===== config.mk =====
export PLATFORM = sky130hd
export DESIGN_NAME = instr_register_sequencer
export DESIGN_NICKNAME = d
export VERILOG_FILES = /design/src/rtl/instr_register_sequencer.sv
export SDC_FILE = /design/constraint.sdc
export NUM_CORES = 1
export LEC_CHECK = 0
export CAP_MARGIN = 20
export CORE_AREA = 2 2 169 171
export DETAILED_ROUTE_END_ITERATION = 10
export DIE_AREA = 0 0 171 173
export SLEW_MARGIN = 20
export SYNTH_ARGS = -nofsm -noshare
export SYNTH_HDL_FRONTEND = slang
export SYNTH_SLANG_ARGS = --single-unit

===== constraint.sdc =====
create_clock -name clk -period 6 [get_ports clk]
set_input_delay 0.9 -clock clk [delete_from_list [all_inputs] [get_ports clk]]
set_output_delay 0.9 -clock clk [all_outputs]
set_load 0.02 [all_outputs]

===== src/rtl/instr_register_sequencer.sv =====
// Instruction register sequencer: loads producer instructions into an external register file
// and replays them in order to a consumer. Define INSTR_SEQ_CHECK_EN to enable the result checker.
package instr_seq_pkg;
  typedef enum logic [3:0] {
    ZERO  = 4'd0,
    PASSA = 4'd1,
    PASSB = 4'd2,
    ADD   = 4'd3,
    SUB   = 4'd4,
    MULT  = 4'd5,
    DIV   = 4'd6,
    MOD   = 4'd7
  } opcode_t;

  typedef struct packed {
    opcode_t            opc;
    logic signed [31:0] op_a;
    logic signed [31:0] op_b;
    logic signed [63:0] result;
  } instruction_t;
endpackage

module instr_register_sequencer
  import instr_seq_pkg::*;
#(
  parameter int DEPTH = 32
) (
  input  logic               clk,
  input  logic               reset_n,
  input  logic               flush,
  input  logic               push_valid,
  output logic               push_ready,
  input  opcode_t            push_opcode,
  input  logic signed [31:0] push_operand_a,
  input  logic signed [31:0] push_operand_b,
  output logic               load_en,
  output logic [4:0]         write_pointer,
  output logic [4:0]         read_pointer,
  output logic signed [31:0] operand_a,
  output logic signed [31:0] operand_b,
  output opcode_t            opcode,
  input  instruction_t       instruction_word,
  output logic               pop_valid,
  input  logic               pop_ready,
  output opcode_t            pop_opcode,
  output logic signed [31:0] pop_operand_a,
  output logic signed [31:0] pop_operand_b,
  output logic signed [63:0] pop_result,
  output logic [5:0]         count,
  output logic               err_flag,
  output logic [7:0]         err_count,
  output logic [1:0]         dbg_state
);

  typedef enum logic [1:0] {
    IDLE = 2'd0,
    CAPT = 2'd1,
    HOLD = 2'd2
  } state_t;

  localparam logic [4:0] PTR_LAST = 5'(DEPTH - 1);
  localparam logic [5:0] CNT_FULL = 6'(DEPTH);

  state_t     state, state_next;
  logic [4:0] wr_ptr, rd_ptr;
  logic       push_accept, capt_done, pop_fire;

  // Handshakes: a push transfers on a rising edge with push_valid && push_ready, a pop on a
  // rising edge with pop_valid && pop_ready; pop_* stay stable while pop_valid waits for ready.
  assign push_ready    = reset_n & ~flush & (count < CNT_FULL);
  assign push_accept   = push_valid & push_ready;
  assign load_en       = push_accept;
  assign operand_a     = push_operand_a;
  assign operand_b     = push_operand_b;
  assign opcode        = push_opcode;
  assign write_pointer = wr_ptr;
  assign read_pointer  = rd_ptr;
  assign capt_done     = (state == CAPT);
  assign pop_fire      = pop_valid & pop_ready;
  assign dbg_state     = state;

  always_comb begin
    state_next = state;
    case (state)
      IDLE: if (count != 6'd0 && !pop_valid) state_next = CAPT;
      CAPT: state_next = HOLD;
      HOLD: if (pop_ready) state_next = (count != 6'd0) ? CAPT : IDLE;
      default: state_next = IDLE;
    endcase
  end

  always_ff @(posedge clk) begin
    if (!reset_n) begin
      state         <= IDLE;
      wr_ptr        <= '0;
      rd_ptr        <= '0;
      count         <= '0;
      pop_valid     <= 1'b0;
      pop_opcode    <= ZERO;
      pop_operand_a <= '0;
      pop_operand_b <= '0;
      pop_result    <= '0;
    end else if (flush) begin
      state     <= IDLE;
      wr_ptr    <= '0;
      rd_ptr    <= '0;
      count     <= '0;
      pop_valid <= 1'b0;
    end else begin
      state <= state_next;
      if (push_accept) wr_ptr <= (wr_ptr == PTR_LAST) ? 5'd0 : wr_ptr + 5'd1;
      if (capt_done) begin
        rd_ptr        <= (rd_ptr == PTR_LAST) ? 5'd0 : rd_ptr + 5'd1;
        pop_opcode    <= instruction_word.opc;
        pop_operand_a <= instruction_word.op_a;
        pop_operand_b <= instruction_word.op_b;
        pop_result    <= instruction_word.result;
        pop_valid     <= 1'b1;
      end else if (pop_fire) begin
        pop_valid <= 1'b0;
      end
      // count tracks entries written but not yet captured into the pop registers
      case ({push_accept, capt_done})
        2'b10:   count <= count + 6'd1;
        2'b01:   count <= count - 6'd1;
        default: count <= count;
      endcase
    end
  end

`ifdef INSTR_SEQ_CHECK_EN
  function automatic logic signed [63:0] expected_result(input instruction_t w);
    logic signed [63:0] a;
    logic signed [63:0] b;
    logic signed [63:0] r;
    a = {{32{w.op_a[31]}}, w.op_a};
    b = {{32{w.op_b[31]}}, w.op_b};
    case (w.opc)
      ZERO:    r = 64'sd0;
      PASSA:   r = a;
      PASSB:   r = b;
      ADD:     r = a + b;
      SUB:     r = a - b;
      MULT:    r = a * b;
      DIV:     r = (b == 64'sd0) ? 64'sd0 : a / b;
      MOD:     r = (b == 64'sd0) ? 64'sd0 : a % b;
      default: r = 64'sd0;
    endcase
    return r;
  endfunction

  // Error state survives flush; only reset clears it.
  always_ff @(posedge clk) begin
    if (!reset_n) begin
      err_flag  <= 1'b0;
      err_count <= 8'd0;
    end else if (capt_done && !flush &&
                 (expected_result(instruction_word) != instruction_word.result)) begin
      err_flag <= 1'b1;
      if (err_count != 8'hFF) err_count <= err_count + 8'd1;
    end
  end
`else
  assign err_flag  = 1'b0;
  assign err_count = 8'd0;
`endif

endmodule


==> flow_metrics.py, run 1 <==
metrics = {
    "power_and_ir_drop": {
        "switching_power_uw": 542,
        "p_leak_uw": 0.00329,
        "power_frac_clock": 0.479,
        "ir_drop_uv": 130,
        "seqPwrFrac": 0.443,
        "intPower_uw": 1750,
        "netSwitchingFraction": 0.236,
        "power_density_nw_per_um2": 233,
        "p_comb_frac": 0.078,
    },
    "clock_network": {
        "cts_buffer_depth": 2,
        "htreeDepth": 4,
        "cts_sinks": 151,
        "cts_tree": "done",
        "clockRootBuffer": "clkbuf_16",
        "cts_hold_buf": 0,
        "cts_buffers": 17,
        "cts_resized": 0,
        "post_cts_buffers": 0,
        "path_clk_slew_ps": 70,
        "clk_latency_ps": 420,
    },
    "floorplanning": {
        "num_io_pins": 435,
        "start_util": 0.242,
        "row_count": 61,
        "fp.dieW_um": 171,
        "die_height_um": 173,
        "fp.coreArea_um2": 27600,
        "dieArea_um2": 29600,
    },
    "sta": {
        "final-setup-viol-count": 0,
        "slew_violations": 0,
        "skew_ps": 7.92,
        "fmax_ghz": 0.248,
        "finalCritPeriodShare": 0.672,
        "hold_viol": 0,
        "rsz0062_at_grt": "no",
        "setup_tns_ps": 0,
        "tightest_slew_ps": 947,
        "period_minus_slack_ps": 4030,
        "relSlewSlack": 0.369,
    },
    "synth": {
        "synth.cell_area_um2": 6680,
        "synth_area_leaders": "dfxtp_1 (45%), nand2_1 (14%), buf_4 (8.7%)",
        "syn_inst": 779,
        "synth_warnings": 0,
        "synth_compound_area_frac": 0.185,
        "ys_types": 46,
        "ys_seq_area_frac": 0.453,
        "synth-adder-area-share": 0.0199,
        "synth_edf_count": 0,
        "synth-async-reset-ratio": 0,
        "synth_ff_type": "dfxtp_1",
        "yosys.area.top_type": "dfxtp_1",
        "synth_top_family_by_area": "simple AND/OR/NAND/NOR gates",
        "synthXorXnorAreaFrac": 0.00262,
        "yosysTopAreaCellShare": 0.453,
        "synth.avg_cell_area_um2": 8.57,
        "synthSimpleGateAreaFrac": 0.200,
        "synth_mux_area_frac": 0.00150,
        "synth-seq-cells": 151,
    },
    "finish": {
        "final_common_cell": "clkdlybuf4s50_1",
        "area_growth_pct": 47.1,
        "final_area_um2": 9820,
        "final_cell_mix": "clkdlybuf4s50_1 (288), nand2_1 (252), dfxtp_1 (151), a21boi_1 (60), a21boi_0 (52)",
        "finalNetCount": 1190,
        "drive_above_1_share": 0.0820,
        "n_antenna_cell": 0,
        "finalNonFillerCells": 1366,
    },
    "detailed_routing": {
        "via_count": 5622,
        "dr_wl_met3_um": 1800,
        "top_layer": "met4",
        "dr.pass1.iters": 4,
        "finalWirelength_um": 18700,
        "drtIter0Drc": 198,
        "drcViolationCount": 0,
        "routedWlPerCell_um": 13.7,
        "ant_nets": 0,
        "wl_met1_um": 7960,
        "vias_per_cell": 4.12,
        "route.met2.wl_um": 8650,
    },
    "place": {
        "dp.cells": 1334,
        "placed_cell_area_um2": 9230,
        "port_buffers": 289,
        "hpwl_um": 12900,
        "gp_congestion": 0.775,
    },
    "worst_hold_path": {
        "hp-class": "flip-flop to flip-flop",
    },
    "outcome": {
        "status": "completed",
    },
    "critical_path": {
        "crit_chain": "clkdlybuf4s50_1 > nand2b_1 > or2_2 > inv_1 > clkdlybuf4s50_1",
        "required_ps": 5100,
        "critPathMaxFanout": 21,
        "arrival_ps": 3130,
        "cp_top_family": "buffers and inverters",
        "criticalPathCategory": "primary input to output port",
        "cp-end-kind": "output port",
        "slowest_delay_ps": 590,
        "worst_path_max_delay_cell": "clkdlybuf4s50_1",
        "start_kind": "primary input",
        "crit_top_cell": "clkdlybuf4s50_1",
        "cp_num_buf_inv": 3,
    },
    "global_routing": {
        "grt_pass1_wl_um": 28800,
        "grt_pass1_vias": 5351,
        "grt_use_total": 0.123,
        "antenna_found_initial": 1,
        "gr-total-overflow": 0,
        "grt_max_degree": 81,
    },
    "job": {
        "maxCapViolCount": 0,
    },
}
-- flip-flops by register name, summed over array words and instances, names as in the netlist --
name           flops
count              6
dbg_state          2
pop_opcode         4
pop_operand_a     32
pop_operand_b     32
pop_result        64
pop_valid          1
read_pointer       5
write_pointer      5
-- metal layers --
layer / track usage / vias up
li1: - / 2830
met1: 0.145 / 2557
met2: 0.198 / 216
met3: 0.0547 / 19
met4: 0.0410 / 0
met5: 0 / -
-- cells by family after synthesis --
logic type | Yosys count
simple gates | 321
compound gates | 161
flops | 151
buf+inv | 132
fa+ha+maj | 10
xor+xnor | 2
other cells | 1
mux | 1
-- Yosys cell counts (2+ instances only) --
cell type / n
a21boi_0: 52
a21boi_1: 60
a21boi_2: 20
a21oi_1: 16
a31oi_1: 2
and3_1: 2
buf_2: 16
buf_4: 77
buf_6: 5
buf_8: 5
clkbuf_1: 20
dfxtp_1: 151
ha_1: 9
inv_1: 6
nand2_1: 252
nand2_2: 20
nand2b_1: 6
nand3_1: 3
nand4_1: 2
nor2_1: 18
nor3_1: 7
nor4_1: 2
o21ai_0: 5
-- worst register-to-register path: cells and delay by family (launching register included) --
kind | cells | cell delay (ps)
compound gates | 3 | 830
simple gates | 3 | 770
fa+ha+maj | 2 | 630
flops | 1 | 390
-- power by group through the flow --
stage,registers [uW],logic [uW],clock network (uW)
final,1010,179,1100
after global routing,1020,192,1180
after CTS,1010,181,1140
after detailed placement,1040,180,0
after global placement,1040,180,0
after floorplan,1050,125,0
-- final timing paths --
kind / startpoint / to / slack, ps / cells after the start
min reg2reg: pop_result[52]$_SDFFE_PN0P_ / pop_result[52]$_SDFFE_PN0P_ / 450 / 2
min: pop_result[52]$_SDFFE_PN0P_ / pop_result[52]$_SDFFE_PN0P_ / 450 / 2
max: flush / load_en / 1970 / 5
max reg2reg: count[5]$_SDFFE_PP0P_ / count[5]$_SDFFE_PP0P_ / 3310 / 8
-- stage by stage --
| step | hold WS, ps | utilization | setup WS (ps) | total power [uW] |
|---|---|---|---|---|
| 2_1_floorplan | 531 | - | 3080 | 1170 |
| 3_3_place_gp | 439 | 0.334 | 1960 | 1220 |
| 3_5_place_dp | 444 | 0.334 | 1920 | 1220 |
| 4_1_cts | 454 | 0.355 | 1930 | 2340 |
| 5_1_grt | 466 | 0.355 | 1840 | 2390 |
| 6_report | 451 | 0.355 | 1970 | 2290 |
-- layout make-up --
type / instances / area [um2]
Inverter: 7 / 28.8
Clock inverter: 14 / 166
Sequential cell: 151 / 3020
Timing Repair Buffer: 294 / 2930
Multi-Input combinational cell: 504 / 2770
Tap cell: 378 / 473
Fill cell: 2924 / 17800
Clock buffer: 18 / 429
No activity file was read; power rests on OpenSTA's default activity.
==> run 2, diff against run 1 <==
clock period = 3.9 ns   (was 6 ns; I/O delays follow)
==> flow_metrics.py, run 2 (synthesis results as in run 1) <==
metrics = {
    "critical_path": {
        "cp_num_buf_inv": 3,
        "slowest_delay_ps": 600,
        "crit_top_cell": "clkdlybuf4s50_1",
        "criticalPathCategory": "primary input to output port",
        "critPathMaxFanout": 10,
        "cp_top_family": "buffers and inverters",
        "arrival_ps": 2270,
        "worst_path_max_delay_cell": "clkdlybuf4s50_1",
        "crit_chain": "clkdlybuf4s50_1 > nand2b_1 > or2_2 > inv_1 > clkdlybuf4s50_1",
        "cp-end-kind": "output port",
        "required_ps": 3310,
        "start_kind": "primary input",
    },
    "power_and_ir_drop": {
        "power.total_uw": 3510,
        "power_density_nw_per_um2": 356,
        "seqPwrFrac": 0.445,
        "p_comb_frac": 0.079,
        "power_frac_clock": 0.476,
        "switching_power_uw": 821,
        "intPower_uw": 2690,
        "netSwitchingFraction": 0.234,
        "p_leak_uw": 0.00329,
        "ir_drop_uv": 209,
    },
    "clock_network": {
        "cts_sinks": 151,
        "path_clk_slew_ps": 60,
        "cts_buffers": 17,
        "clockRootBuffer": "clkbuf_16",
        "htreeDepth": 4,
        "clk_latency_ps": 420,
        "cts_tree": "done",
        "cts_hold_buf": 0,
        "cts_buffer_depth": 2,
        "post_cts_buffers": 0,
        "cts_resized": 0,
    },
    "floorplanning": {
        "die_height_um": 173,
        "num_io_pins": 435,
        "start_util": 0.242,
        "fp.coreArea_um2": 27600,
        "dieArea_um2": 29600,
        "fp.dieW_um": 171,
        "row_count": 61,
    },
    "sta": {
        "final-setup-viol-count": 0,
        "relSlewSlack": 0.470,
        "period_minus_slack_ps": 2860,
        "setup_tns_ps": 0,
        "finalCritPeriodShare": 0.732,
        "rsz0062_at_grt": "no",
        "skew_ps": 9.55,
        "fin_ws_ps": 1040,
        "tightest_slew_ps": 795,
        "hold_viol": 0,
        "fmax_ghz": 0.350,
        "slew_violations": 0,
    },
    "finish": {
        "top_regs": "pop_result: 64 flops, pop_operand_a: 32 flops, pop_operand_b: 32 flops",
        "area_growth_pct": 47.5,
        "largest_reg_flops": 64,
        "final_cell_mix": "clkdlybuf4s50_1 (288), nand2_1 (252), dfxtp_1 (151), a21boi_1 (60), a21boi_0 (52)",
        "n_antenna_cell": 0,
        "finalNetCount": 1191,
        "drive_above_1_share": 0.0839,
        "regMostFlops": "pop_result",
        "final_common_cell": "clkdlybuf4s50_1",
        "final_core_util": 0.357,
    },
    "detailed_routing": {
        "vias_per_cell": 4.12,
        "routedWlPerCell_um": 13.6,
        "dr.pass1.iters": 4,
        "finalWirelength_um": 18600,
        "via_count": 5635,
        "drtIter0Drc": 183,
        "drcViolationCount": 0,
        "ant_nets": 0,
    },
    "place": {
        "port_buffers": 289,
        "hpwl_um": 12800,
        "preCtsSetupSlack_ps": 683,
        "gp_congestion": 0.729,
    },
    "worst_hold_path": {
        "hp-class": "flip-flop to flip-flop",
    },
    "job": {
        "maxCapViolCount": 0,
    },
    "global_routing": {
        "grt_pass1_wl_um": 28800,
        "grt_pass1_vias": 5312,
        "grt_use_total": 0.123,
        "antenna_found_initial": 0,
        "gr-total-overflow": 0,
        "grt_max_degree": 133,
    },
    "outcome": {
        "status": "completed",
    },
}
run 2: stage by stage:
stage / cells / hold slack (ps) / cell area (um2)
final: 1367 / 451 / 9850
after global routing: 1367 / 470 / 9850
after CTS: 1367 / 454 / 9850
after detailed placement: 1335 / 444 / 9260
after global placement: 1335 / 439 / 9260
after floorplan: 787 / 531 / 6710
run 2: power groups by stage:
stage               clock network (uW)  logic (uW)  registers, uW
CTS                               1750         281           1560
finish                            1670         277           1560
global placement                     0         278           1600
detailed placement                   0         279           1600
floorplan                            0         192           1610
global route                      1800         299           1560
run 2: final timing paths:
| path | cells past startpoint | start | slack (ps) | endpoint |
|---|---|---|---|---|
| worst max register to register | 8 | count[5]$_SDFFE_PP0P_ | 1200 | count[5]$_SDFFE_PP0P_ |
| worst min register to register | 2 | pop_result[31]$_SDFFE_PN0P_ | 450 | pop_result[31]$_SDFFE_PN0P_ |
| worst max-delay path | 5 | push_valid | 1040 | load_en |
| worst min-delay path | 2 | pop_result[31]$_SDFFE_PN0P_ | 450 | pop_result[31]$_SDFFE_PN0P_ |
run 2: area by class of cell:
| class | instances | area, um2 |
|---|---|---|
| Clock buffer | 17 | 425 |
| Clock inverter | 15 | 168 |
| Fill cell | 2843 | 17800 |
| Inverter | 7 | 28.8 |
| Multi-Input combinational cell | 504 | 2770 |
| Sequential cell | 151 | 3020 |
| Tap cell | 378 | 473 |
| Timing Repair Buffer | 295 | 2960 |
run 2: worst register-to-register path: stages (launching register included):
cell and delay (ps):
dfxtp_1 390, nand2b_1 330, or2_2 370, ha_1 310
ha_1 310, a211oi_1 410, o31a_1 240, nor3_1 60
a311oi_1 200
run 2: layer usage:
layer | vias to the layer above | part of all wire | global-route usage
li1 | 2831 | - | -
met1 | 2566 | 0.42 | 0.142
met2 | 217 | 0.47 | 0.199
met3 | 21 | 0.096 | 0.0552
met4 | 0 | 0.018 | 0.0491
met5 | - | 0 | 0
